===== src/rtl/sw_input_pkg.sv =====
// Shared definitions for the switch input peripheral: register offsets,
// STATUS bit positions and the debounce FSM state encoding.
package sw_input_pkg;

  localparam logic [3:0] SW_VAL_OFF  = 4'h0;
  localparam logic [3:0] STATUS_OFF  = 4'h4;
  localparam logic [3:0] CHG_CNT_OFF = 4'h8;

  localparam int STAT_CHANGED_BIT = 0;
  localparam int STAT_IRQ_EN_BIT  = 1;

  typedef enum logic {
    S_STABLE = 1'b0,
    S_WAIT   = 1'b1
  } state_t;

endpackage


===== src/rtl/sync_2ff.sv =====
// Two-flop synchroniser for a bus of quasi-static asynchronous levels.
module sync_2ff #(
  parameter int WIDTH = 1
) (
  input  logic             clk,
  input  logic             rst_n,
  input  logic [WIDTH-1:0] d,
  output logic [WIDTH-1:0] q
);

  logic [WIDTH-1:0] meta;

  // NOTE: sequential state uses non-blocking assignments so both stages sample the pre-edge values.
  always_ff @(posedge clk or negedge rst_n) begin
    if (!rst_n) begin
      meta <= '0;
      q    <= '0;
    end else begin
      meta <= d;
      q    <= meta;
    end
  end

endmodule


===== src/rtl/sw_input_ctrl.sv =====
// Switch bank input peripheral: synchronise, debounce the whole vector and expose
// SW_VAL / STATUS / CHG_CNT on the bus. Define SW_IRQ_EN to enable the change interrupt.
module sw_input_ctrl
  import sw_input_pkg::*;
#(
  parameter int SW_WIDTH  = 24,
  parameter int DB_CYCLES = 250000,
  parameter int CNT_W     = 18
) (
  input  logic                clk_i,
  input  logic                rst_n,
  input  logic [SW_WIDTH-1:0] device_sw,
  input  logic                bus_rd_i,
  input  logic                bus_wr_i,
  input  logic [3:0]          bus_addr_i,
  input  logic [31:0]         bus_wdata_i,
  output logic [31:0]         bus_rdata_o,
  output logic                irq_o
);

  logic [SW_WIDTH-1:0] sync_q;
  logic [SW_WIDTH-1:0] stable;
  logic [SW_WIDTH-1:0] cand;
  logic [CNT_W-1:0]    cnt;
  state_t              state;
  logic                changed;
  logic                irq_en;
  logic [15:0]         chg_cnt;
  logic                accept;
  logic                wr_status;
  logic                wr_chg;
  logic                unused_wdata;

  sync_2ff #(.WIDTH(SW_WIDTH)) u_sync (
    .clk   (clk_i),
    .rst_n (rst_n),
    .d     (device_sw),
    .q     (sync_q)
  );

  // Acceptance mirrors the final branch of S_WAIT so the status logic sees the same event.
  assign accept    = (state == S_WAIT) && (sync_q == cand) && (sync_q != stable) &&
                     (cnt == CNT_W'(DB_CYCLES - 1));
  assign wr_status = bus_wr_i && (bus_addr_i == STATUS_OFF);
  assign wr_chg    = bus_wr_i && (bus_addr_i == CHG_CNT_OFF);
  assign unused_wdata = ^bus_wdata_i[31:1];

  always_ff @(posedge clk_i or negedge rst_n) begin
    if (!rst_n) begin
      state  <= S_STABLE;
      stable <= '0;
      cand   <= '0;
      cnt    <= '0;
    end else begin
      case (state)
        S_STABLE: begin
          if (sync_q != stable) begin
            state <= S_WAIT;
            cand  <= sync_q;
            cnt   <= '0;
          end
        end
        S_WAIT: begin
          if (sync_q != cand) begin
            cand <= sync_q;
            cnt  <= '0;
          end else if (sync_q == stable) begin
            state <= S_STABLE;
          end else if (accept) begin
            stable <= cand;
            state  <= S_STABLE;
          end else begin
            cnt <= cnt + 1'b1;
          end
        end
        default: state <= S_STABLE;
      endcase
    end
  end

  // A same-cycle acceptance takes priority over the W1C and the CHG_CNT clear.
  always_ff @(posedge clk_i or negedge rst_n) begin
    if (!rst_n) begin
      changed <= 1'b0;
      chg_cnt <= '0;
    end else begin
      if (accept)
        changed <= 1'b1;
      else if (wr_status && bus_wdata_i[STAT_CHANGED_BIT])
        changed <= 1'b0;

      if (accept)
        chg_cnt <= wr_chg ? 16'd1 : chg_cnt + 16'd1;
      else if (wr_chg)
        chg_cnt <= '0;
    end
  end

`ifdef SW_IRQ_EN
  logic irq_q;

  always_ff @(posedge clk_i or negedge rst_n) begin
    if (!rst_n) begin
      irq_en <= 1'b0;
      irq_q  <= 1'b0;
    end else begin
      if (wr_status)
        irq_en <= bus_wdata_i[STAT_IRQ_EN_BIT];
      irq_q <= changed & irq_en;
    end
  end

  assign irq_o = irq_q;
`else
  assign irq_en = 1'b0;
  assign irq_o  = 1'b0;
`endif

  // NOTE: default every combinational output first so no path leaves it unassigned (no latch).
  always_comb begin
    bus_rdata_o = '0;
    if (bus_rd_i) begin
      case (bus_addr_i)
        SW_VAL_OFF:  bus_rdata_o = 32'(stable);
        STATUS_OFF: begin
          bus_rdata_o[STAT_CHANGED_BIT] = changed;
          bus_rdata_o[STAT_IRQ_EN_BIT]  = irq_en;
        end
        CHG_CNT_OFF: bus_rdata_o[15:0] = chg_cnt;
        default:     bus_rdata_o = '0;
      endcase
    end
  end

endmodule

===== config.mk =====
export PLATFORM = sky130hd
export DESIGN_NAME = sw_input_ctrl
export DESIGN_NICKNAME = d
export VERILOG_FILES = /design/src/rtl/sw_input_pkg.sv /design/src/rtl/sync_2ff.sv /design/src/rtl/sw_input_ctrl.sv
export SDC_FILE = /design/constraint.sdc
export NUM_CORES = 1
export LEC_CHECK = 0
export ABC_CLOCK_PERIOD_IN_PS = 2900
export CORE_MARGIN = 2
export CORE_UTILIZATION = 50
export DETAILED_ROUTE_END_ITERATION = 10
export DONT_BUFFER_PORTS = 1
export PLACE_DENSITY = 0.67
export SLEW_MARGIN = 25
export SYNTH_ARGS = -nofsm -noshare
export SYNTH_HDL_FRONTEND = slang
export SYNTH_HIERARCHICAL = 1
export SYNTH_SLANG_ARGS = --single-unit

===== constraint.sdc =====
create_clock -name clk_i -period 2.9 [get_ports clk_i]
set_input_delay 0.145 -clock clk_i [delete_from_list [all_inputs] [get_ports clk_i]]
set_output_delay 0.145 -clock clk_i [all_outputs]
set_load 0.02 [all_outputs]

==> impl_metrics.prom, run 1 <==
# TYPE chip_impl_metric gauge
chip_impl_info{name="outcome",value="complete, but fails checks"} 1
chip_impl_info{name="failing_checks",value="hold timing"} 1
chip_impl_info{name="timing.critical_path.slowest_stage_cell",value="or4_4"} 1
chip_impl_metric{name="yosysWarningCount",unit=""} 6
chip_impl_metric{name="final_cell_area",unit="mm²"} 0.00711
chip_impl_metric{name="final_nets",unit=""} 672
chip_impl_info{name="critPathTopFamily",value="simple AND/OR/NAND/NOR gates"} 1
chip_impl_metric{name="grt_first_pass_wirelength",unit="mm"} 22.0
chip_impl_metric{name="combinationalPowerShare",unit=""} 0.047
chip_impl_metric{name="insertion_delay",unit="ps"} 410
chip_impl_metric{name="clkSlewWorstSetupHoldPaths",unit="ps"} 60
chip_impl_metric{name="synthesis.area_per_instance",unit="µm²"} 10.6
chip_impl_metric{name="ioPinCount",unit=""} 97
chip_impl_metric{name="power",unit="µW"} 4380
chip_impl_metric{name="worst_ep_required_time",unit="ps"} 3240
chip_impl_info{name="synth.top_cells.by_area",value="dfrtp_1 (55%), nand2_1 (6.2%), mux2_2 (4.5%)"} 1
chip_impl_metric{name="postSynthRegisterBits",unit=""} 132
chip_impl_metric{name="synth.yosys.seq_area_share",unit=""} 0.550
chip_impl_info{name="crit_path_cell_trace",value="xor2_1, nor4_1, nand3_1, or4_4, or3_4, buf_4, or3_1, a21oi_2"} 1
chip_impl_info{name="synth.largest_area_cell",value="dfrtp_1"} 1
chip_impl_metric{name="arrival",unit="ps"} 3090
chip_impl_metric{name="grt_antenna_before_repair",unit=""} 0
chip_impl_metric{name="start_util",unit=""} 0.506
chip_impl_metric{name="synth.top_cell.area_share",unit=""} 0.550
chip_impl_metric{name="timing.final.hold_violations",unit=""} 132
chip_impl_metric{name="setup_total_negative_slack",unit="ps"} 0
chip_impl_metric{name="firstDrtPassIters",unit=""} 5
chip_impl_info{name="path_class_of_the_lowest_slack_min_delay_path",value="primary input to async pin"} 1
chip_impl_info{name="most_frequent_cell_after_synthesis",value="dfrtp_1"} 1
chip_impl_metric{name="post_dp_cell_area",unit="mm²"} 0.00623
chip_impl_metric{name="p_leak",unit="µW"} 0.00315
chip_impl_metric{name="cp.buffers_inverters",unit=""} 1
chip_impl_info{name="synth_common_cells",value="dfrtp_1 (132), nand2_1 (99), nor2_1 (37)"} 1
chip_impl_metric{name="number_of_flops_mapped_to_enable_cells_by_yosys",unit=""} 0
chip_impl_metric{name="post-route-worst-setup-slack",unit="ps"} 150
chip_impl_metric{name="die-height",unit="µm"} 114
chip_impl_metric{name="asyncSetResetFlopFracSynth",unit=""} 1.00
chip_impl_metric{name="detail_route.drc_violations",unit=""} 0
chip_impl_metric{name="p_sw",unit="µW"} 951
chip_impl_metric{name="floorplan.core_area",unit="mm²"} 0.0119
chip_impl_metric{name="drtAntennaViolNets",unit=""} 0
chip_impl_metric{name="hold_slack",unit="ps"} -573
chip_impl_metric{name="synthToLayoutAreaGrowth",unit="%"} 18.5
chip_impl_metric{name="finalCritPeriodShare",unit=""} 0.948
chip_impl_metric{name="max_slew_margin_vs_limit",unit=""} 0.439
chip_impl_metric{name="power_density",unit="mW/mm²"} 616
chip_impl_metric{name="critical_path.max_stage_delay",unit="ps"} 530
chip_impl_metric{name="fillerInstances",unit=""} 935
chip_impl_metric{name="final_period_minus_worst_setup_slack",unit="ps"} 2750
chip_impl_metric{name="power_frac_seq",unit=""} 0.457
chip_impl_info{name="tritoncts",value="yes"} 1
chip_impl_info{name="dominantRegCellSynth",value="dfrtp_1"} 1
chip_impl_metric{name="cts_stage_hold_buffer_count",unit=""} 26
chip_impl_metric{name="crit_fanout",unit=""} 6
chip_impl_metric{name="drv.max_cap_violation_count",unit=""} 0
chip_impl_metric{name="route.detailed.vias_per_inst",unit=""} 5.71
chip_impl_metric{name="std_cell_rows",unit=""} 40
chip_impl_metric{name="switching_share",unit=""} 0.217
chip_impl_metric{name="route.detailed.wl_per_inst",unit="µm"} 17.2
chip_impl_metric{name="yosys.cell_types.count",unit=""} 49
chip_impl_metric{name="globalRouteOverflowTotal",unit=""} 0
chip_impl_metric{name="cts.sink_count",unit=""} 132
chip_impl_metric{name="vias_in_the_first_global_route",unit=""} 4348
chip_impl_metric{name="chipWidth",unit="µm"} 114
chip_impl_info{name="end_kind",value="flop"} 1
chip_impl_metric{name="routed_wirelength",unit="mm"} 13.2
chip_impl_info{name="cp-start-kind",value="flop"} 1
chip_impl_metric{name="num_vias",unit=""} 4362
chip_impl_metric{name="drt_initial_violations",unit=""} 296
chip_impl_metric{name="port_buffers",unit=""} 0
chip_impl_metric{name="grt_use_total",unit=""} 0.220
chip_impl_metric{name="buffer_depth_of_the_longest_clock_path",unit=""} 2
chip_impl_metric{name="cts-htree-levels",unit=""} 4
chip_impl_metric{name="grt_max_degree",unit=""} 133
chip_impl_metric{name="finalClockSkew",unit="ps"} 5.66
chip_impl_info{name="timing.setup.critical_path_class",value="flop to flop"} 1
chip_impl_metric{name="intPower",unit="µW"} 3430
chip_impl_metric{name="p_clk_frac",unit=""} 0.496
chip_impl_info{name="clock_tree.root_cell",value="clkbuf_16"} 1
chip_impl_metric{name="timing_max_transition_violations_final",unit=""} 0
chip_impl_metric{name="max_clock_freq",unit="GHz"} 0.364
chip_impl_metric{name="ir_drop",unit="mV"} 0.510
chip_impl_metric{name="dp.final_hpwl",unit="mm"} 8.72
chip_impl_info{name="rsz_0062_raised_after_global_routing",value="false"} 1
chip_impl_metric{name="cts_inserted_buffers",unit=""} 17
chip_impl_metric{name="dieArea",unit="mm²"} 0.0129
chip_impl_metric{name="timing.final.setup_violations",unit=""} 0
chip_impl_metric{name="timing_worst_slew_pin_value",unit="ps"} 840
chip_impl_metric{name="insertedDiodeCount",unit=""} 0
chip_impl_metric{name="drive_above_1_share",unit=""} 0.139
chip_impl_metric{name="gp_congestion",unit=""} 0.834
chip_impl_metric{name="syn-instance-count",unit=""} 565
chip_impl_metric{name="post_synth_instance_area",unit="mm²"} 0.00601
chip_impl_metric{name="dpl_worst_slack",unit="ps"} 31.9
==> through the flow <==
stage,util,std cells
4_1_cts,0.599,763
2_1_floorplan,-,573
5_1_grt,0.600,764
3_3_place_gp,0.525,707
3_5_place_dp,0.525,707
6_report,0.600,764
==> cells in the final DEF (no fill, tap or decap), drive strengths merged, types with 5 or more instances in the layout <==
cell | synthesis | final
a21oi | 13 | 13
a221o | 9 | 9
and2 | 10 | 10
and3 | 7 | 7
buf | 11 | 19
clkbuf | 20 | 19
clkinvlp | 0 | 5
conb | 1 | 9
dfrtp | 132 | 132
dlygate4sd3 | 0 | 26
inv | 14 | 15
mux2 | 24 | 24
mux2i | 17 | 17
nand2 | 99 | 99
nand3 | 18 | 18
nand4 | 14 | 14
nor2 | 37 | 37
nor3 | 15 | 15
nor4 | 17 | 17
o311a | 9 | 9
xnor2 | 25 | 25
xor2 | 25 | 25
==> state kept, by name (all words and copies together) (netlist names) <==
register and flops:
u_sync/q 24, cand 24, chg_cnt 16, state 1, u_sync/meta 24, stable 24, cnt 18, changed 1
==> cell families after synthesis <==
kind of cell | Yosys count | share of synthesized area
simple gates | 233 | 0.185
flops | 132 | 0.550
compound gates | 61 | 0.0796
xor+xnor | 50 | 0.0729
buf+inv | 45 | 0.0340
mux | 41 | 0.0733
fa+ha+maj | 2 | 0.00417
other cells | 1 | 0.000624
==> layer usage <==
metal | global-route usage | routed length (µm) | vias to the layer above
li1 | - | - | 2046
met1 | 0.299 | 5950 | 2183
met2 | 0.350 | 6390 | 117
met3 | 0.0521 | 627 | 16
met4 | 0.0772 | 190 | 0
met5 | 0 | 0 | -
==> what timing repair did <==
action / in CTS / in global routing
cloned: 0 / 0
pin swaps: 0 / 3
endpoints found under the hold margin: 157 / 132
setup endpoints to repair: 3 / 4
gates resized for setup: 1 / 1
setup buffers: 0 / 1
==> final cells by class <==
class	count	area, µm²	share of cell area
well taps	147	184	0.0259
flip-flops and latches	132	3300	0.464
repair buffers	45	415	0.0584
inverters	14	52.6	0.00739
clock buffers	19	453	0.0637
clock inverters	11	154	0.0216
multi-input cells	396	2550	0.359
==> path summary, 6_finish.rpt <==
| kind | from | endpoint | slack (ps) | cells past startpoint |
|---|---|---|---|---|
| setup / recovery | cand[1] | chg_cnt[6] | 150 | 8 |
| hold / removal | rst_n | stable[12] | -570 | 0 |
| setup reg to reg | cand[1] | chg_cnt[6] | 150 | 8 |
| hold reg to reg | u_sync/meta[6] | u_sync/q[6] | 350 | 0 |
| max in group asynchronous | rst_n | stable[15] | 3260 | 0 |
| min in group clk_i | bus_addr_i[2] | chg_cnt[3] | 90 | 3 |
==> worst register-to-register path: stages (launching register included) <==
cell,delay [ps]
dfrtp_1,400
xor2_1,180
nor4_1,330
nand3_1,180
or4_4,530
or3_4,390
buf_4,170
or3_1,360
a21oi_2,150
==> power by group through the flow <==
stage | clock (µW) | sequential (µW) | combinational (µW)
floorplan | 0 | 2010 | 162
global placement | 0 | 2030 | 169
detailed placement | 0 | 2030 | 174
CTS | 2200 | 2000 | 206
global route | 2280 | 2010 | 230
finish | 2170 | 2000 | 208
Power figures use the tool's default switching activity.
==> run 2: changes to the inputs <==
Settings changed: CORE_MARGIN 2 to 3, SYNTH_HIERARCHICAL 1 to default.
==> impl_metrics.prom, run 2 <==
# TYPE chip_impl_metric gauge
chip_impl_info{name="outcome",value="complete, but fails checks"} 1
chip_impl_info{name="failing_checks",value="hold timing"} 1
chip_impl_info{name="crit_path_cell_trace",value="xnor2_1, nand4_1, nor4_2, and4_1, nand3_2, or4_1, a21oi_1"} 1
chip_impl_info{name="synth_common_cells",value="dfrtp_1 (132), nand2_1 (97), xnor2_1 (40)"} 1
chip_impl_metric{name="cts_stage_hold_buffer_count",unit=""} 26
chip_impl_metric{name="port_buffers",unit=""} 0
chip_impl_metric{name="fillerInstances",unit=""} 918
chip_impl_metric{name="insertedDiodeCount",unit=""} 0
chip_impl_info{name="worst_r2r_endpoint",value="chg_cnt[8]"} 1
chip_impl_info{name="mostFrequentLayoutCells",value="dfrtp_1 (132), nand2_1 (97), xnor2_1 (40)"} 1
chip_impl_info{name="dominantRegCellSynth",value="dfrtp_1"} 1
chip_impl_metric{name="insertion_delay",unit="ps"} 430
chip_impl_metric{name="route.detailed.wl_per_inst",unit="µm"} 17.2
chip_impl_metric{name="final_cell_area",unit="mm²"} 0.00694
chip_impl_metric{name="ioPinCount",unit=""} 97
chip_impl_metric{name="timing_worst_slew_pin_value",unit="ps"} 587
chip_impl_metric{name="max_slew_margin_vs_limit",unit=""} 0.607
chip_impl_info{name="critical_path.endpoint",value="chg_cnt[8]"} 1
chip_impl_metric{name="drtAntennaViolNets",unit=""} 0
chip_impl_info{name="tritoncts",value="yes"} 1
chip_impl_info{name="cp-startpoint",value="cand[23]"} 1
chip_impl_metric{name="timing.final.setup_violations",unit=""} 0
chip_impl_info{name="most_frequent_cell_after_synthesis",value="dfrtp_1"} 1
chip_impl_metric{name="synth.top_cell.area_share",unit=""} 0.551
chip_impl_info{name="rsz_0062_raised_after_global_routing",value="false"} 1
chip_impl_metric{name="setup_total_negative_slack",unit="ps"} 0
chip_impl_metric{name="buffer_depth_of_the_longest_clock_path",unit=""} 2
chip_impl_info{name="cp-start-kind",value="flop"} 1
chip_impl_info{name="synth.largest_area_cell",value="dfrtp_1"} 1
chip_impl_metric{name="hold_slack",unit="ps"} -581
chip_impl_metric{name="floorplan.core_area",unit="mm²"} 0.0116
chip_impl_metric{name="asyncSetResetFlopFracSynth",unit=""} 1.00
chip_impl_metric{name="synthesis.area_per_instance",unit="µm²"} 10.9
chip_impl_metric{name="yosys.cell_types.count",unit=""} 46
chip_impl_metric{name="max_clock_freq",unit="GHz"} 0.382
chip_impl_metric{name="post_synth_instance_area",unit="mm²"} 0.00600
chip_impl_metric{name="synthToLayoutAreaGrowth",unit="%"} 15.7
chip_impl_metric{name="final_nets",unit=""} 650
chip_impl_metric{name="chipWidth",unit="µm"} 116
chip_impl_metric{name="p_leak",unit="µW"} 0.00305
chip_impl_metric{name="cts_inserted_buffers",unit=""} 17
chip_impl_metric{name="drive_above_1_share",unit=""} 0.121
chip_impl_metric{name="grt_max_degree",unit=""} 133
chip_impl_metric{name="finalCritPeriodShare",unit=""} 0.903
chip_impl_metric{name="resized_after_cts",unit=""} 0
chip_impl_metric{name="cts.sink_count",unit=""} 132
chip_impl_metric{name="grt_first_pass_wirelength",unit="mm"} 20.9
chip_impl_metric{name="grt_use_total",unit=""} 0.206
chip_impl_metric{name="multi_input_area",unit="mm²"} 0.00253
chip_impl_metric{name="dpl_worst_slack",unit="ps"} 283
chip_impl_metric{name="critical_path.max_stage_delay",unit="ps"} 590
chip_impl_info{name="r2r-start",value="cand[23]"} 1
chip_impl_metric{name="regArea",unit="mm²"} 0.00330
chip_impl_metric{name="yosysWarningCount",unit=""} 0
chip_impl_metric{name="post-route-worst-setup-slack",unit="ps"} 282
chip_impl_metric{name="postSynthRegisterBits",unit=""} 132
chip_impl_metric{name="drt_initial_violations",unit=""} 306
chip_impl_metric{name="dp.final_hpwl",unit="mm"} 8.37
chip_impl_metric{name="finalClockSkew",unit="ps"} 9.29
chip_impl_info{name="synth.top_cells.by_area",value="dfrtp_1 (55%), nand2_1 (6.1%), xnor2_1 (5.8%)"} 1
chip_impl_metric{name="arrival",unit="ps"} 2970
chip_impl_metric{name="start_util",unit=""} 0.518
chip_impl_info{name="layout.cells.most_common",value="dfrtp_1"} 1
chip_impl_metric{name="firstDrtPassIters",unit=""} 4
chip_impl_metric{name="die-height",unit="µm"} 116
chip_impl_metric{name="number_of_flops_mapped_to_enable_cells_by_yosys",unit=""} 0
chip_impl_metric{name="power_density",unit="mW/mm²"} 615
chip_impl_info{name="timing.critical_path.slowest_stage_cell",value="or4_1"} 1
chip_impl_metric{name="globalRouteOverflowTotal",unit=""} 0
chip_impl_metric{name="clkSlewWorstSetupHoldPaths",unit="ps"} 60
chip_impl_metric{name="std_cell_rows",unit=""} 39
chip_impl_metric{name="vias_in_the_first_global_route",unit=""} 4123
chip_impl_metric{name="post_dp_cell_area",unit="mm²"} 0.00611
chip_impl_metric{name="crit_fanout",unit=""} 14
chip_impl_metric{name="ir_drop",unit="mV"} 0.483
chip_impl_metric{name="synth.yosys.seq_area_share",unit=""} 0.551
chip_impl_metric{name="route.detailed.vias_per_inst",unit=""} 5.63
chip_impl_metric{name="timing_max_transition_violations_final",unit=""} 0
chip_impl_info{name="timing.setup.critical_path_class",value="flop to flop"} 1
chip_impl_metric{name="detail_route.drc_violations",unit=""} 0
chip_impl_metric{name="routed_wirelength",unit="mm"} 12.7
chip_impl_info{name="clock_tree.root_cell",value="clkbuf_16"} 1
chip_impl_info{name="path_class_of_the_lowest_slack_min_delay_path",value="primary input to async pin"} 1
chip_impl_metric{name="grt_antenna_before_repair",unit=""} 0
chip_impl_metric{name="timing.final.hold_violations",unit=""} 132
chip_impl_metric{name="num_vias",unit=""} 4167
chip_impl_info{name="end_kind",value="flop"} 1
chip_impl_metric{name="drv.max_cap_violation_count",unit=""} 0
chip_impl_metric{name="worst_ep_required_time",unit="ps"} 3250
chip_impl_metric{name="worst-r2r-cell-count",unit=""} 7
chip_impl_metric{name="syn-instance-count",unit=""} 552
chip_impl_metric{name="worst-r2r-setup-slack",unit="ps"} 280
chip_impl_metric{name="gp_congestion",unit=""} 0.841
chip_impl_metric{name="final_period_minus_worst_setup_slack",unit="ps"} 2620
chip_impl_metric{name="postCtsSetupBuffers",unit=""} 0
chip_impl_metric{name="cts-htree-levels",unit=""} 4
chip_impl_metric{name="dieArea",unit="mm²"} 0.0133
==> run 2: how the worst min path moves through the flow <==
stage,slack (ps),depth (start not counted),startpoint,to
2_1_floorplan,-150,0,rst_n,cand[0]
3_3_place_gp,-140,0,rst_n,chg_cnt[7]
3_5_place_dp,-140,0,rst_n,chg_cnt[9]
4_1_cts,-600,0,rst_n,cnt[10]
5_1_grt,-600,0,rst_n,chg_cnt[7]
6_report,-580,0,rst_n,chg_cnt[14]
==> run 2: cells by family (layout without fill, tap and decap cells) <==
kind of cell | after synthesis | after routing | synth area share
compound gates | 57 | 57 | 0.0697
xor+xnor | 53 | 53 | 0.0774
fa+ha+maj | 2 | 2 | 0.00417
buf+inv | 34 | 71 | 0.0328
flops | 132 | 132 | 0.551
mux | 40 | 40 | 0.0718
other cells | 1 | 9 | 0.000625
simple gates | 233 | 233 | 0.193
==> run 2: per-layer routing <==
layer	vias to the layer above	track usage	routed length [µm]
met1	2072	0.266	5670
met3	19	0.0648	576
li1	1982	-	-
met4	0	0.0775	218
met2	94	0.329	6240
met5	-	0	0
==> run 2: area by class of cell <==
cell class,count,area share
Multi-Input combinational cell,394,0.364
Inverter,2,0.00108
Clock buffer,18,0.0633
Tap cell,143,0.0258
Timing Repair Buffer,37,0.0512
Sequential cell,132,0.476
Clock inverter,14,0.0182
==> run 2: per-stage QoR <==
| step | cells | power (µW) | hold WS, ps | utilization |
|---|---|---|---|---|
| 5_1_grt | 740 | 4430 | -604 | 0.600 |
| 3_5_place_dp | 682 | 2230 | -144 | 0.528 |
| 6_report | 740 | 4270 | -581 | 0.600 |
| 4_1_cts | 740 | 4310 | -599 | 0.600 |
| 3_3_place_gp | 682 | 2220 | -145 | 0.528 |
| 2_1_floorplan | 560 | 2190 | -151 | - |
==> run 2: worst max-delay path, delay by kind of cell (launching register included) <==
kind | cells | cell delay [ps]
XOR/XNOR | 1 | 240
flip-flops | 1 | 400
AND/OR/NAND/NOR | 5 | 1740
AO/OA/AOI/OAI | 1 | 150
==> run 2: report_power, final <==
| part | switching [µW] | internal, µW |
|---|---|---|
| Clock | 831 | 1210 |
| Combinational | 86.1 | 116 |
| Sequential | 93.1 | 1940 |
==> run 3: changes to the inputs <==
Settings changed: REMOVE_ABC_BUFFERS from default to 1.
==> impl_metrics.prom, run 3 (synthesis results as in run 2) <==
# TYPE chip_impl_metric gauge
chip_impl_metric{name="cts.sink_count",unit=""} 132
chip_impl_metric{name="ioPinCount",unit=""} 97
chip_impl_metric{name="clkSlewWorstSetupHoldPaths",unit="ps"} 60
chip_impl_metric{name="std_cell_rows",unit=""} 39
chip_impl_metric{name="route.detailed.vias_per_inst",unit=""} 5.67
chip_impl_metric{name="detail_route.drc_violations",unit=""} 0
chip_impl_metric{name="routed_wirelength",unit="mm"} 13.1
chip_impl_info{name="path_class_of_the_lowest_slack_min_delay_path",value="primary input to async pin"} 1
chip_impl_info{name="mostFrequentLayoutCells",value="dfrtp_1 (132), nand2_1 (97), xnor2_1 (40)"} 1
chip_impl_metric{name="drive_above_1_share",unit=""} 0.119
chip_impl_metric{name="power",unit="µW"} 4420
chip_impl_metric{name="cts-htree-levels",unit=""} 4
chip_impl_info{name="tritoncts",value="yes"} 1
chip_impl_metric{name="grt_use_total",unit=""} 0.210
chip_impl_info{name="end_kind",value="flop"} 1
chip_impl_metric{name="drtAntennaViolNets",unit=""} 0
chip_impl_info{name="crit_path_cell_trace",value="xnor2_1, nand4_1, nor4_2, and4_1, nand3_2, or4_1, a21oi_1"} 1
chip_impl_metric{name="cts_stage_hold_buffer_count",unit=""} 27
chip_impl_metric{name="power_density",unit="mW/mm²"} 632
chip_impl_metric{name="route.detailed.wl_per_inst",unit="µm"} 17.7
chip_impl_info{name="failing_checks",value="hold timing"} 1
chip_impl_metric{name="dieArea",unit="mm²"} 0.0133
chip_impl_metric{name="timing.final.setup_violations",unit=""} 0
chip_impl_metric{name="floorplan.core_area",unit="mm²"} 0.0116
chip_impl_metric{name="final_nets",unit=""} 651
chip_impl_info{name="timing.critical_path.slowest_stage_cell",value="or4_1"} 1
chip_impl_metric{name="port_buffers",unit=""} 0
chip_impl_metric{name="ir_drop",unit="mV"} 0.495
chip_impl_metric{name="insertedDiodeCount",unit=""} 0
chip_impl_metric{name="arrival",unit="ps"} 2990
chip_impl_metric{name="firstDrtPassIters",unit=""} 4
chip_impl_metric{name="timing_max_transition_violations_final",unit=""} 0
chip_impl_metric{name="crit_fanout",unit=""} 15
chip_impl_metric{name="chipWidth",unit="µm"} 116
chip_impl_metric{name="grt_first_pass_wirelength",unit="mm"} 21.3
chip_impl_metric{name="worst_ep_required_time",unit="ps"} 3230
chip_impl_metric{name="max_clock_freq",unit="GHz"} 0.377
chip_impl_metric{name="finalCritPeriodShare",unit=""} 0.916
chip_impl_metric{name="max_slew_margin_vs_limit",unit=""} 0.499
chip_impl_metric{name="dp.final_hpwl",unit="mm"} 8.62
chip_impl_metric{name="finalClockSkew",unit="ps"} 6.15
chip_impl_info{name="critPathTopFamily",value="simple AND/OR/NAND/NOR gates"} 1
chip_impl_info{name="layout.cells.most_common",value="dfrtp_1"} 1
chip_impl_metric{name="start_util",unit=""} 0.518
chip_impl_metric{name="synthToLayoutAreaGrowth",unit="%"} 16.7
chip_impl_info{name="cp-start-kind",value="flop"} 1
chip_impl_metric{name="hold_slack",unit="ps"} -568
chip_impl_metric{name="timing_worst_slew_pin_value",unit="ps"} 748
chip_impl_metric{name="fin_util",unit=""} 0.605
chip_impl_metric{name="vias_in_the_first_global_route",unit=""} 4224
chip_impl_metric{name="insertion_delay",unit="ps"} 410
chip_impl_metric{name="p_leak",unit="µW"} 0.00306
chip_impl_metric{name="grt_max_degree",unit=""} 133
chip_impl_metric{name="drv.max_cap_violation_count",unit=""} 0
chip_impl_info{name="rsz_0062_raised_after_global_routing",value="false"} 1
chip_impl_metric{name="buffer_depth_of_the_longest_clock_path",unit=""} 2
chip_impl_metric{name="globalRouteOverflowTotal",unit=""} 0
chip_impl_metric{name="cp.buffers_inverters",unit=""} 0
chip_impl_metric{name="grt_antenna_before_repair",unit=""} 0
chip_impl_metric{name="die-height",unit="µm"} 116
chip_impl_metric{name="critical_path.max_stage_delay",unit="ps"} 590
chip_impl_info{name="timing.setup.critical_path_class",value="flop to flop"} 1
chip_impl_info{name="clock_tree.root_cell",value="clkbuf_16"} 1
chip_impl_metric{name="setup_total_negative_slack",unit="ps"} 0
chip_impl_metric{name="cts_inserted_buffers",unit=""} 17
chip_impl_metric{name="final_period_minus_worst_setup_slack",unit="ps"} 2660
chip_impl_info{name="outcome",value="complete, but fails checks"} 1
chip_impl_metric{name="drt_initial_violations",unit=""} 315
chip_impl_metric{name="timing.final.hold_violations",unit=""} 132
chip_impl_metric{name="gp_congestion",unit=""} 0.837
chip_impl_metric{name="num_vias",unit=""} 4198
[run 3: cell count changes in the layout (fill, tap and decap cells not counted)]
cell           delta
dlygate4sd3_1     +1
bufinv_16         +2
clkinvlp_4        +2
clkinv_2          -3
nor3b_1           -1
clkbuf_1          +1
nor3b_2           +1
clkbuf_8          +1
inv_6             -2
clkinv_4          -2
[run 3: worst paths after layout]
check	startpoint	endpoint	slack, ps	cells past startpoint
max	cand[21]	chg_cnt[8]	240	7
min	rst_n	stable[8]	-570	0
max reg2reg	cand[21]	chg_cnt[8]	240	7
min reg2reg	u_sync.meta[5]	u_sync.q[5]	350	0
max in group asynchronous	rst_n	chg_cnt[15]	3250	0
min in group clk_i	bus_wr_i	chg_cnt[2]	90	3
[run 3: through the flow]
| step | std cells | cell area (µm²) | worst slack, ps | hold slack (ps) |
|---|---|---|---|---|
| after floorplan | 528 | 5840 | 79.9 | -151 |
| after global placement | 682 | 6120 | 313 | -145 |
| after detailed placement | 682 | 6120 | 264 | -146 |
| after CTS | 740 | 6990 | 244 | -588 |
| after global routing | 740 | 6990 | 25.6 | -596 |
| final | 740 | 6990 | 245 | -568 |
[run 3: timing repair]
action / in CTS / in global routing
buffers inserted: 0 / 0
gates resized for setup: 0 / 0
hold endpoints to repair: 162 / 132
[run 3: area by class of cell]
type	instances	area [µm²]
Timing Repair Buffer	38	365
Clock buffer	20	457
Clock inverter	11	151
Inverter	2	7.51
Multi-Input combinational cell	394	2530
Tap cell	143	179
Fill cell	912	4570
Sequential cell	132	3300
[run 3: worst register-to-register path, stage by stage (launching register included)]
cell and delay [ps]:
dfrtp_1 400, xnor2_1 180, nand4_1 160, nor4_2 330, and4_1 400, nand3_2 340
or4_1 600, a21oi_1 170
[run 3: report_power, final]
| part | switching, µW | leakage, µW | internal, µW | total, µW |
|---|---|---|---|---|
| registers | 95.1 | 0.00165 | 1940 | 2030 |
| logic | 88.1 | 0.00112 | 117 | 205 |
| clock network | 786 | 0.000285 | 1400 | 2180 |
[run 3: metal layers]
layer  global-route usage  vias to the layer above  share of wire
li1                     -                     1978              -
met1                0.278                     2103           0.45
met2                0.335                      105           0.48
met3               0.0679                       12          0.059
met4               0.0579                        0          0.011
met5                    0                        -              0
